<file path="config.mk">
export PLATFORM = sky130hd
export DESIGN_NAME = pipe_ctrl_flat
export DESIGN_NICKNAME = d
export VERILOG_FILES = /design/src/rtl/pipe_ctrl_if.sv /design/src/rtl/pipe_ctrl.sv /design/src/flat_wrapper.sv
export SDC_FILE = /design/constraint.sdc
export NUM_CORES = 1
export LEC_CHECK = 0
export ABC_CLOCK_PERIOD_IN_PS = 7250
export CAP_MARGIN = 20
export CELL_PAD_IN_SITES_DETAIL_PLACEMENT = 0
export CELL_PAD_IN_SITES_GLOBAL_PLACEMENT = 2
export CORE_ASPECT_RATIO = 0.9
export CORE_MARGIN = 10
export CORE_UTILIZATION = 41
export CTS_BUF_LIST = sky130_fd_sc_hd__clkbuf_16
export DETAILED_ROUTE_END_ITERATION = 8
export DONT_BUFFER_PORTS = 1
export HOLD_SLACK_MARGIN = 0.08
export PLACE_DENSITY_LB_ADDON = 0.1
export SLEW_MARGIN = 20
export SYNTH_ARGS = -nofsm -noshare
export SYNTH_HDL_FRONTEND = slang
export SYNTH_SLANG_ARGS = --single-unit
</file>
<file path="constraint.sdc">
create_clock -name clk -period 7.25 [get_ports clk]
set_input_delay 0.725 -clock clk [delete_from_list [all_inputs] [get_ports clk]]
set_output_delay 0.725 -clock clk [all_outputs]
set_load 0.01 [all_outputs]
</file>
<file path="src/rtl/pipe_ctrl_if.sv">
`default_nettype none
// ============================================================================
// Module   : pipe_ctrl_if
// Brief    : Stall-request, exception and stall/flush bundle between the core
//            pipeline and the pipe_ctrl sequencing controller.
// Revision : 1.0
// ============================================================================
interface pipe_ctrl_if;
    logic        stallreq_from_if;
    logic        stallreq_from_id;
    logic        stallreq_from_ex;
    logic        stallreq_from_mem;
    logic [31:0] excepttype_i;
    logic [31:0] cp0_epc_i;
    logic [5:0]  stall;
    logic        flush;
    logic [31:0] new_pc;
    logic        stall_timeout_o;
    logic [31:0] stall_cnt_o;

    // Pipeline side
    modport master (
        output stallreq_from_if, stallreq_from_id, stallreq_from_ex, stallreq_from_mem,
        output excepttype_i, cp0_epc_i,
        input  stall, flush, new_pc, stall_timeout_o, stall_cnt_o
    );

    // Controller side
    modport slave (
        input  stallreq_from_if, stallreq_from_id, stallreq_from_ex, stallreq_from_mem,
        input  excepttype_i, cp0_epc_i,
        output stall, flush, new_pc, stall_timeout_o, stall_cnt_o
    );
endinterface
`default_nettype wire

</file>
<file path="src/rtl/pipe_ctrl.sv">
`default_nettype none
// ============================================================================
// Module   : pipe_ctrl
// Brief    : Stall/flush sequencing for the 5-stage core with exception
//            freeze/flush FSM, stall watchdog and stall-cycle counter.
// Revision : 1.0
// ============================================================================
module pipe_ctrl #(
    parameter logic [31:0] EXC_VECTOR    = 32'h0000_0020,
    parameter logic [15:0] STALL_TIMEOUT = 16'd1024
) (
    input  logic       clk,
    input  logic       rst,
    pipe_ctrl_if.slave bus
);
    localparam logic [31:0] c_ERET_CODE = 32'h0000_000e;

    typedef enum logic [1:0] {
        S_RUN    = 2'd0,
        S_FREEZE = 2'd1,
        S_FLUSH  = 2'd2
    } state_t;

    state_t      state_q, state_d;
    logic        flush_q, flush_d;
    logic [31:0] new_pc_q, new_pc_d;
    logic [15:0] wd_cnt_q, wd_cnt_d;
    logic        timeout_q, timeout_d;
    logic [31:0] stall_cnt_q;
    logic [31:0] stall_cnt_d;
    logic [5:0]  w_stall;

    always_ff @(posedge clk or negedge rst) begin
        if (!rst) begin
            state_q     <= S_RUN;
            flush_q     <= 1'b0;
            new_pc_q    <= 32'h0;
            wd_cnt_q    <= 16'h0;
            timeout_q   <= 1'b0;
            stall_cnt_q <= 32'h0;
        end else begin
            state_q     <= state_d;
            flush_q     <= flush_d;
            new_pc_q    <= new_pc_d;
            wd_cnt_q    <= wd_cnt_d;
            timeout_q   <= timeout_d;
            stall_cnt_q <= stall_cnt_d;
        end
    end

    // Exception beats every stall request; the excepting instruction is held in MEM.
    always_comb begin
        state_d  = state_q;
        new_pc_d = new_pc_q;
        w_stall  = 6'b000000;
        case (state_q)
            S_RUN: begin
                if (bus.excepttype_i != 32'h0) begin
                    w_stall  = 6'b111111;
                    state_d  = S_FREEZE;
                    new_pc_d = (bus.excepttype_i == c_ERET_CODE) ? bus.cp0_epc_i : EXC_VECTOR;
                end else if (bus.stallreq_from_mem) begin
                    w_stall = 6'b011111;
                end else if (bus.stallreq_from_ex) begin
                    w_stall = 6'b001111;
                end else if (bus.stallreq_from_id) begin
                    w_stall = 6'b000111;
                end else if (bus.stallreq_from_if) begin
                    w_stall = 6'b000011;
                end
            end
            S_FREEZE: begin
                w_stall = 6'b111111;
                state_d = S_FLUSH;
            end
            S_FLUSH: begin
                state_d = S_RUN;
            end
            default: begin
                state_d = S_RUN;
            end
        endcase
    end

    assign flush_d = (state_d == S_FLUSH);

    // Watchdog only advances on RUN-state stalls; FREEZE holds the count.
    always_comb begin
        wd_cnt_d  = wd_cnt_q;
        timeout_d = timeout_q;
        if (w_stall == 6'b000000) begin
            wd_cnt_d = 16'h0;
        end else if ((state_q == S_RUN) && (wd_cnt_q < STALL_TIMEOUT)) begin
            wd_cnt_d = wd_cnt_q + 16'd1;
            if (wd_cnt_d == STALL_TIMEOUT) begin
                timeout_d = 1'b1;
            end
        end
    end

    assign stall_cnt_d = stall_cnt_q + {31'd0, w_stall[0]};

    assign bus.stall           = rst ? w_stall : 6'b000000;
    assign bus.flush           = flush_q;
    assign bus.new_pc          = new_pc_q;
    assign bus.stall_timeout_o = timeout_q;
    assign bus.stall_cnt_o     = stall_cnt_q;
endmodule
`default_nettype wire

</file>
<file path="src/flat_wrapper.sv">
// flat-port wrapper written by rule: the top's interface ports become plain ports
module pipe_ctrl_flat 
#(
    parameter logic [31:0] EXC_VECTOR    = 32'h0000_0020,
    parameter logic [15:0] STALL_TIMEOUT = 16'd1024
)
  (clk, rst, bus_stallreq_from_if, bus_stallreq_from_id, bus_stallreq_from_ex, bus_stallreq_from_mem, bus_excepttype_i, bus_cp0_epc_i, bus_stall, bus_flush, bus_new_pc, bus_stall_timeout_o, bus_stall_cnt_o);
  pipe_ctrl_if bus_i ();
  input  logic clk;
  input  logic rst;
  input wire logic [$bits(bus_i.stallreq_from_if)-1:0] bus_stallreq_from_if;
  input wire logic [$bits(bus_i.stallreq_from_id)-1:0] bus_stallreq_from_id;
  input wire logic [$bits(bus_i.stallreq_from_ex)-1:0] bus_stallreq_from_ex;
  input wire logic [$bits(bus_i.stallreq_from_mem)-1:0] bus_stallreq_from_mem;
  input wire logic [$bits(bus_i.excepttype_i)-1:0] bus_excepttype_i;
  input wire logic [$bits(bus_i.cp0_epc_i)-1:0] bus_cp0_epc_i;
  output wire logic [$bits(bus_i.stall)-1:0] bus_stall;
  output wire logic [$bits(bus_i.flush)-1:0] bus_flush;
  output wire logic [$bits(bus_i.new_pc)-1:0] bus_new_pc;
  output wire logic [$bits(bus_i.stall_timeout_o)-1:0] bus_stall_timeout_o;
  output wire logic [$bits(bus_i.stall_cnt_o)-1:0] bus_stall_cnt_o;
  assign bus_i.stallreq_from_if = bus_stallreq_from_if;
  assign bus_i.stallreq_from_id = bus_stallreq_from_id;
  assign bus_i.stallreq_from_ex = bus_stallreq_from_ex;
  assign bus_i.stallreq_from_mem = bus_stallreq_from_mem;
  assign bus_i.excepttype_i = bus_excepttype_i;
  assign bus_i.cp0_epc_i = bus_cp0_epc_i;
  assign bus_stall = bus_i.stall;
  assign bus_flush = bus_i.flush;
  assign bus_new_pc = bus_i.new_pc;
  assign bus_stall_timeout_o = bus_i.stall_timeout_o;
  assign bus_stall_cnt_o = bus_i.stall_cnt_o;
  pipe_ctrl #(.EXC_VECTOR(EXC_VECTOR), .STALL_TIMEOUT(STALL_TIMEOUT)) u_core (.clk(clk), .rst(rst), .bus(bus_i));
endmodule
</file>
==> results_dict.tcl, run 1 <==
set metrics [dict create \
    status "completed" \
    arrival_ns 3.51 \
    hold_viol 0 \
    start_util_pct 42.62 \
    cp_slowest_stage_delay_ns 0.50 \
    cts_buffers 9 \
    nets 403 \
    worstMarginPinSlew_ns 0.7418 \
    design_area_um2 4200 \
    clock_path_buffers 2 \
    relSlewSlack_pct 50.40 \
    antenna_found_initial 0 \
    yosysSeqAreaShare_pct 55.84 \
    worst_slack_ns 3.930 \
    synth-edff-count 0 \
    htree_levels 3 \
    synth.most_common_cell "dfrtp_1" \
    post-place-ws_ns 3.533 \
    required_ns 7.44 \
    hold_path_class "input pin to asynchronous set/reset pin" \
    layout-drive-gt1-share_pct 8.383 \
    wire_per_inst_um 21.20 \
    drtAntennaViolNets 0 \
    synth_cell_types 41 \
    clock_sinks 83 \
    clockRootBuffer "clkbuf_16" \
    post-route-drc-count 0 \
    drt-total-wl_mm 9.605 \
    switching_share_pct 21.29 \
    p_leak_nw 1.929 \
    finClkSkew_ns 0.01042 \
    switchingPower_mw 0.2097 \
    dieArea_um2 13290 \
    synth_top_cell_by_area "dfrtp_1" \
    setup_violations 0 \
    combinationalPowerShare_pct 1.5 \
    synth.cells.most_frequent "83 x dfrtp_1, 31 x a22o_1, 25 x xor2_1" \
    setup_tns_ns 0 \
    drv_slew 0 \
    power_frac_clock_pct 51.4 \
    clk_pin_slew_ns 0.07 \
    crit_chain "or3_4, or4b_4, o31ai_4, inv_2, ha_1, ha_1, nand3_1, nor4_1, xor2_1" \
    numPortBuffers 0 \
    postSynthAreaPerCell_um2 11.38 \
    core_um2 8728 \
    cp.buffers_inverters 1 \
    cp_slowest_cell "or4b_4" \
    timing.final.crit_share_pct 45.80 \
    cts_tree "yes" \
    grt_pass1_wl_mm 15.30 \
    syn_inst 327 \
    ys_ff_latch 83 \
    viasPerCell 5.625 \
    crit_path_end_kind "register" \
    placed_area_um2 3831 \
    drt_iter0_drc 126 \
    seq_area_um2 2077 \
    die_h_um 110.4 \
    synth_top_area_share_pct 55.84 \
    grt_pass1_vias 2632 \
    synth_area_leaders "dfrtp_1 56%, a22o_1 7.3%, xor2_1 5.9%, nor4_1 3.2%, xnor2_1 2.8%" \
    synth_ff_type "dfrtp_1" \
    syn_nets 401 \
    intPower_mw 0.7751 \
    grt_setup_unrepaired "no" \
    clk_latency_ns 0.33 \
    pwr-share-seq_pct 47.0 \
    crit_type "input pin to register" \
    maxCapViolations 0 \
    num_antenna_cells 0 \
    drtPass1Iterations 4 \
    io_pins 142 \
    start_kind "input pin" \
    ys.warnings.count 0 \
    netlist_area_um2 3720 \
    hpwl_mm 6.896 \
    cp_max_fo 11 \
    critPathTopFamily "simple AND/OR/NAND/NOR gates" \
    grt.overflow.total 0 \
    fin_crit_ns 3.320 \
    fillCellCount 846 \
    grtUsageTotal_pct 14.52 \
    dr_total_vias 2548 \
    p_per_area_nw_per_um2 234.5 \
    max-vdd-ir-drop_uv 128.7 \
    die_x_um 120.4 \
    place.gp.congestion 0.7328 \
    layout-area-overhead-vs-synth_pct 12.92 \
    row_count 32 \
    multiInputGateArea_um2 1553 \
    utilization_pct 48.12 \
    synthArstFlopShare_pct 100.0 \
    crit_top_cell "ha_1" \
    grt_max_degree 75 \
    fmax_mhz 301.2 \
]
power by group through the flow:
stage	clock network, mW	logic, mW	registers (mW)
2_1_floorplan	0	0.00423	0.472
3_5_place_dp	0	0.00473	0.472
5_1_grt	0.544	0.0179	0.463
3_3_place_gp	0	0.00469	0.472
4_1_cts	0.521	0.0165	0.463
6_report	0.507	0.0153	0.463
layer usage:
metal | vias to the layer above | track usage, % | share of wire [%]
met4 | 0 | 4.389 | 0.99
met1 | 1244 | 18.87 | 45
met3 | 8 | 7.270 | 10
met5 | - | 0 | 0
met2 | 90 | 20.77 | 44
li1 | 1206 | - | -
repair_timing:
action	in CTS	in global routing
hold buffers	2	0
hold endpoints to repair	74	0
setup buffers	0	0
gates resized for setup	0	0
stage by stage:
stage / total power [mW] / cells / hold slack, ns
CTS: 1.000 / 453 / 0.2937
floorplan: 0.4761 / 327 / 0.4294
finish: 0.9848 / 453 / 0.2836
global placement: 0.4765 / 435 / 0.4334
global route: 1.024 / 453 / 0.3044
detailed placement: 0.4766 / 435 / 0.4332
worst reg2reg max path: cells and delay by family, from the launching register on:
kind	cells	cell delay, ns
and+or+nand+nor	3	1.08
adders and majority gates	2	0.52
AOI/OAI and AO/OA	1	0.49
DFF	1	0.46
buffers and inverters	1	0.17
xor gates and xnor gates	1	0.16
area by class of cell:
type | count | share of cell area [%]
clock buffer | 9 | 5.362
clock inverter | 7 | 2.532
inverter | 10 | 0.8937
multi-input combinational | 221 | 36.97
sequential | 83 | 49.45
tap | 119 | 3.545
timing repair buffer | 4 | 1.251
registers in the layout, summed over array words and instances, names as in the netlist:
register and flops:
u_core.bus.stall_timeout_o 1, u_core.bus.flush 1, u_core.bus.new_pc 32, u_core.wd_cnt_q 16
u_core.state_q 1, u_core.bus.stall_cnt_o 32
worst paths after layout:
check	from	end	slack, ns	cells after the start
setup / recovery	bus_excepttype_i[3]	u_core.bus.stall_cnt_o[30]$_DFF_PN0_	3.93	9
hold / removal	rst	u_core.bus.stall_cnt_o[29]$_DFF_PN0_	0.28	1
setup reg to reg	u_core.state_q[0]$_DFF_PN0_	u_core.bus.stall_cnt_o[30]$_DFF_PN0_	4.22	8
hold reg to reg	u_core.wd_cnt_q[14]$_DFFE_PN0P_	u_core.wd_cnt_q[14]$_DFFE_PN0P_	0.55	1
max in group asynchronous	rst	u_core.bus.stall_cnt_o[30]$_DFF_PN0_	6.11	1
min in group clk	bus_cp0_epc_i[14]	u_core.bus.new_pc[14]$_DFFE_PN0P_	0.52	1
cell usage in the layout (no fill, tap or decap), types with 2 or more instances in the layout:
cell type and n:
inv_1 9, inv_6 3, nand4_1 15, xnor2_1 12, buf_4 2, nand3_1 16
nor3_1 9, a21oi_1 8, nor2_1 17, nand2_1 20, clkbuf_16 9, o21ai_0 3
ha_1 4, a22o_1 31, dfrtp_1 83, or3_1 2, nor4_4 2, and4_1 6
o31ai_4 2, and3_1 5, xor2_1 25, and2_1 8, nor4_1 19, bufinv_16 2
kinds of logic (layout without fill, tap and decap cells):
kind of cell,Yosys count,count (layout),synth area share (%)
compound gates,53,53,11.67
xor+xnor,37,37,8.712
fa+ha+maj,4,4,1.345
buf+inv,23,30,2.792
flops,83,83,55.84
simple gates,127,127,19.64
Note: power is estimated with default switching activity, not from simulation.
==> inputs of run 2 (changes only) <==
--- a/config.mk
+++ b/config.mk
@@ -5,13 +5,13 @@
 export SDC_FILE = /design/constraint.sdc
 export NUM_CORES = 1
 export LEC_CHECK = 0
-export ABC_CLOCK_PERIOD_IN_PS = 7250
+export ABC_CLOCK_PERIOD_IN_PS = 3400
 export CAP_MARGIN = 20
 export CELL_PAD_IN_SITES_DETAIL_PLACEMENT = 0
 export CELL_PAD_IN_SITES_GLOBAL_PLACEMENT = 2
 export CORE_ASPECT_RATIO = 0.9
 export CORE_MARGIN = 10
-export CORE_UTILIZATION = 41
+export CORE_UTILIZATION = 38
 export CTS_BUF_LIST = sky130_fd_sc_hd__clkbuf_16
 export DETAILED_ROUTE_END_ITERATION = 8
 export DONT_BUFFER_PORTS = 1
==> constraint.sdc (replaced) <==
create_clock -name clk -period 3.4 [get_ports clk]
set_input_delay 0.34 -clock clk [delete_from_list [all_inputs] [get_ports clk]]
set_output_delay 0.34 -clock clk [all_outputs]
set_load 0.01 [all_outputs]
==> run 2 against run 1 <==
Register-to-register slack worse by 3.5 ns. Clock power up 110%. Die area up 6.5%. Combinational power up 120%. Largest cell class unchanged. Wire length down 2.1%. Worst setup slack worse by 3.2 ns. Clock skew up 0.0020 ns. First-iteration DRC count down 20%. Sequential share of layout area down 0.10 points.
==> results_dict.tcl, run 2 (synthesis results as in run 1) <==
set metrics [dict create \
    status "completed" \
    numPortBuffers 0 \
    core_um2 9614 \
    p_total_mw 2.057 \
    required_ns 3.59 \
    crit_path_end_kind "register" \
    io_pins 142 \
    p_per_area_nw_per_um2 488.7 \
    grt_max_degree 84 \
    min-delay-start "bus_cp0_epc_i[2]" \
    layout-drive-gt1-share_pct 8.333 \
    final_cell_mix "83 x dfrtp_1, 31 x a22o_1, 25 x xor2_1" \
    hold_path_class "input pin to register" \
    drtPass1Iterations 4 \
    die_x_um 124.3 \
    crit_top_cell "ha_1" \
    cp_slowest_cell "or4b_4" \
    hold_buffers 2 \
    cts_tree "yes" \
    maxCapViolations 0 \
    clock_sinks 83 \
    drv_slew 0 \
    worst_slack_ns 0.7413 \
    layout_commonest_cell "dfrtp_1" \
    cp_max_fo 11 \
    drt-total-wl_mm 9.401 \
    p_leak_nw 1.927 \
    hold_viol 0 \
    reg2reg_depth 8 \
    post-route-drc-count 0 \
    clock_path_buffers 2 \
    wire_per_inst_um 20.35 \
    grtUsageTotal_pct 12.75 \
    antenna_found_initial 0 \
    arrival_ns 2.85 \
    relSlewSlack_pct 54.21 \
    whs_ns 0.1322 \
    cts_buffers 9 \
    grt_setup_unrepaired "no" \
    start_util_pct 38.69 \
    crit_type "register to register" \
    grt_pass1_vias 2651 \
    timing.final.crit_share_pct 78.20 \
    worstMarginPinSlew_ns 0.6849 \
    instances_no_fill 462 \
    setup_violations 0 \
    drtAntennaViolNets 0 \
    startpoint "u_core.state_q[0]$_DFF_PN0_" \
    dr_total_vias 2540 \
    fin_crit_ns 2.659 \
    place.gp.congestion 0.7308 \
    num_antenna_cells 0 \
    grt_pass1_wl_mm 14.88 \
    drt_iter0_drc 101 \
    r2r-start "u_core.state_q[0]$_DFF_PN0_" \
    placed_cells 444 \
    dieArea_um2 14150 \
    post_cts_resized 0 \
    crit_chain "or4b_4, o31ai_4, inv_2, ha_1, ha_1, nand3_1, nor4_1, xor2_1" \
    finClkSkew_ns 0.01240 \
    post-place-ws_ns 0.4555 \
    die_h_um 113.9 \
    max-vdd-ir-drop_uv 258.0 \
    htree_levels 3 \
    setup_tns_ns 0 \
    grt.overflow.total 0 \
    viasPerCell 5.498 \
    row_count 34 \
    clockRootBuffer "clkbuf_16" \
    start_kind "register" \
    layout-area-overhead-vs-synth_pct 13.15 \
    clk_latency_ns 0.33 \
    cp_slowest_stage_delay_ns 0.55 \
    whs_path_depth 1 \
    hpwl_mm 6.688 \
    post_cts_buffers 0 \
    clk_pin_slew_ns 0.07 \
    nets 405 \
    fmax_mhz 376.1 \
]
==> run 2: area by class of cell <==
cell class                 instances  area (um^2)
fill                             957         5405
sequential                        83         2077
multi-input combinational        221         1553
clock buffer                       9        225.2
tap                              126        157.7
clock inverter                     7        91.34
timing repair buffer               6        67.56
inverter                          10        37.54
==> run 2: final timing paths <==
| path | slack, ns | end |
|---|---|---|
| max | 0.74 | u_core.bus.stall_cnt_o[30]$_DFF_PN0_ |
| min | 0.13 | u_core.bus.new_pc[2]$_DFFE_PN0P_ |
| max reg2reg | 0.74 | u_core.bus.stall_cnt_o[30]$_DFF_PN0_ |
| min reg2reg | 0.55 | u_core.wd_cnt_q[11]$_DFFE_PN0P_ |
| max in group asynchronous | 2.44 | u_core.bus.new_pc[21]$_DFFE_PN0P_ |
| min in group asynchronous | 0.63 | u_core.wd_cnt_q[7]$_DFFE_PN0P_ |
==> run 2: per-layer routing <==
| layer | global-route usage, % | part of all wire (%) | vias up |
|---|---|---|---|
| met2 | 19.21 | 44 | 97 |
| met1 | 15.51 | 44 | 1225 |
| met5 | 0 | 0 | - |
| met4 | 3.801 | 0.83 | 0 |
| met3 | 6.725 | 11 | 7 |
| li1 | - | - | 1211 |
==> run 2: stage by stage <==
stage / instance area [um^2] / utilization (%)
after detailed placement: 3855 / 40.10
after CTS: 4209 / 43.78
final: 4209 / 43.78
after floorplan: 3720 / -
after global routing: 4209 / 43.78
after global placement: 3855 / 40.10
==> run 2: worst max-delay path, delay by kind of cell, from the launching register on <==
kind,cells,cell delay [ns]
AND/OR/NAND/NOR,3,1.07
adder cells (fa/ha/maj),2,0.51
buffers and inverters,1,0.12
XOR/XNOR,1,0.16
AO/OA/AOI/OAI,1,0.20
flip-flops,1,0.45
==> run 2: power by group <==
part | internal (mW) | switching (mW) | leakage, nW
sequential | 0.987 | 0.000129 | 1.13
combinational | 0.00762 | 0.0255 | 0.650
clock | 0.641 | 0.395 | 0.151
==> inputs of run 3 (changes only) <==
--- a/config.mk
+++ b/config.mk
@@ -5,7 +5,7 @@
 export SDC_FILE = /design/constraint.sdc
 export NUM_CORES = 1
 export LEC_CHECK = 0
-export ABC_CLOCK_PERIOD_IN_PS = 3400
+export ABC_CLOCK_PERIOD_IN_PS = 2700
 export CAP_MARGIN = 20
 export CELL_PAD_IN_SITES_DETAIL_PLACEMENT = 0
 export CELL_PAD_IN_SITES_GLOBAL_PLACEMENT = 2
==> constraint.sdc (replaced) <==
create_clock -name clk -period 2.7 [get_ports clk]
set_input_delay 0.27 -clock clk [delete_from_list [all_inputs] [get_ports clk]]
set_output_delay 0.27 -clock clk [all_outputs]
set_load 0.01 [all_outputs]
==> run 3 against run 2 <==
First-iteration DRC count rose by 63%. Worst setup slack got worse by 0.41 ns. Largest power group unchanged. Final cell count rose by 7.6%. Via count up 6.3%. Clock-buffer cell count unchanged. Total power is 27% higher. Worst hold slack worse by 0.0070 ns. Global-route usage rose by 0.57 points. Largest cell class unchanged.
==> results_dict.tcl, run 3 (synthesis results as in run 1) <==
set metrics [dict create \
    dr_total_vias 2701 \
    hold_viol 0 \
    cts_buffers 9 \
    r2r_setup_slack_ns 0.33 \
    power_frac_clock_pct 49.5 \
    cp.buffers_inverters 2 \
    hold_path_class "input pin to register" \
    num_antenna_cells 0 \
    arrival_ns 2.56 \
    post_cts_buffers 0 \
    switching_share_pct 20.18 \
    worst_slack_ns 0.3350 \
    grt_pass1_wl_mm 15.81 \
    switchingPower_mw 0.5288 \
    hpwl_mm 6.574 \
    whs_path_depth 2 \
    required_ns 2.89 \
    die_x_um 124.3 \
    max-vdd-ir-drop_uv 313.6 \
    p_leak_nw 2.086 \
    clk_pin_slew_ns 0.06 \
    cp_slowest_cell "or4b_4" \
    crit_type "register to register" \
    grtUsageMet1_pct 17.15 \
    setup_tns_ns 0 \
    dieArea_um2 14150 \
    drtAntennaViolNets 0 \
    wire_per_inst_um 19.10 \
    drtPass1Iterations 4 \
    p_total_mw 2.620 \
    fillCellCount 901 \
    clock_path_buffers 2 \
    min-delay-start "bus_cp0_epc_i[5]" \
    r2r_end "u_core.bus.stall_cnt_o[30]$_DFF_PN0_" \
    post-route-drc-count 0 \
    crit_top_cell "ha_1" \
    start_kind "register" \
    viasPerCell 5.435 \
    reg2reg_depth 9 \
    layout-drive-gt1-share_pct 9.164 \
    cts_tree "yes" \
    grt_pass1_vias 2872 \
    layout_commonest_cell "dfrtp_1" \
    die_h_um 113.9 \
    maxCapViolations 0 \
    antenna_found_initial 0 \
    grt_max_degree 84 \
    intPower_mw 2.091 \
    instances_no_fill 497 \
    relSlewSlack_pct 59.37 \
    row_count 34 \
    finClkSkew_ns 0.004709 \
    whs_ns 0.1252 \
    drt_iter0_drc 165 \
    io_pins 142 \
    place.gp.congestion 0.7335 \
    p_per_area_nw_per_um2 573.5 \
    crit_path_end_kind "register" \
    htree_levels 3 \
    design_area_um2 4568 \
    critPathTopFamily "simple AND/OR/NAND/NOR gates" \
    placed_area_um2 3905 \
    placed_cells 449 \
    grtUsageMet3_pct 6.725 \
    fin_crit_ns 2.365 \
    numPortBuffers 0 \
    grtUsageTotal_pct 13.32 \
    setup_violations 0 \
    layout-area-overhead-vs-synth_pct 22.81 \
    status "completed" \
    grt.overflow.total 0 \
    grt_setup_unrepaired "no" \
    fmax_mhz 422.8 \
    nets 441 \
    pwr-share-seq_pct 47.5 \
    final_cell_mix "83 x dfrtp_1, 32 x dlygate4sd3_1, 31 x a22o_1" \
    grtUsageMet2_pct 19.42 \
    clockRootBuffer "clkbuf_16" \
    start_util_pct 38.69 \
    grt.busiest_layer "met2" \
    drt-total-wl_mm 9.494 \
    combinationalPowerShare_pct 3.0 \
    clock_sinks 83 \
    path_depth 9 \
    drv_slew 0 \
    core_um2 9614 \
    clk_latency_ns 0.32 \
    timing.final.crit_share_pct 87.59 \
    cp_slowest_stage_delay_ns 0.55 \
    post-place-ws_ns 0.1270 \
    cp_max_fo 11 \
    holdPathEnd "u_core.bus.new_pc[5]$_DFFE_PN0P_" \
    worstMarginPinSlew_ns 0.6038 \
    crit_chain "or4b_4, o31ai_4, inv_2, ha_1, ha_1, nand3_1, buf_12, nor4_1, xor2_1" \
    utilization_pct 47.51 \
    r2r-start "u_core.state_q[0]$_DFF_PN0_" \
]
-- run 3: worst max-delay path by stage --
| stage | from | to | slack (ns) |
|---|---|---|---|
| floorplan | bus_excepttype_i[3] | u_core.bus.stall_cnt_o[28]$_DFF_PN0_ | 0.04 |
| global placement | bus_excepttype_i[3] | u_core.bus.stall_cnt_o[22]$_DFF_PN0_ | 0.17 |
| detailed placement | bus_excepttype_i[3] | u_core.bus.stall_cnt_o[22]$_DFF_PN0_ | 0.13 |
| CTS | u_core.state_q[0]$_DFF_PN0_ | u_core.bus.stall_cnt_o[30]$_DFF_PN0_ | 0.31 |
| global route | u_core.state_q[0]$_DFF_PN0_ | u_core.bus.stall_cnt_o[18]$_DFF_PN0_ | 0.20 |
| finish | u_core.state_q[0]$_DFF_PN0_ | u_core.bus.stall_cnt_o[30]$_DFF_PN0_ | 0.33 |
-- run 3: layout make-up --
cell class              count  area, um^2  area share (%)
flip-flops and latches     83        2077           45.47
inverters                  10       37.54          0.8217
repair buffers             42       427.9           9.367
multi-input cells         221        1553           33.99
clock buffers               9       225.2           4.930
well taps                 126       157.7           3.451
clock inverters             6       90.09           1.972
-- run 3: routing by layer --
metal / up-vias / share of wire [%]
li1: 1286 / -
met1: 1316 / 45
met2: 94 / 44
met3: 5 / 10
met4: 0 / 0.45
met5: - / 0
-- run 3: what timing repair did --
item                                   CTS  global route
endpoints found under the hold margin  114             0
hold buffers                            33             0
gates resized for setup                  0             0
-- run 3: power by group through the flow --
| stage | logic (mW) | clock network [mW] | registers (mW) |
|---|---|---|---|
| after floorplan | 0.0114 | 0 | 1.27 |
| after global placement | 0.0121 | 0 | 1.27 |
| after detailed placement | 0.0122 | 0 | 1.27 |
| after CTS | 0.0804 | 1.34 | 1.24 |
| after global routing | 0.0883 | 1.39 | 1.24 |
| final | 0.0783 | 1.30 | 1.24 |
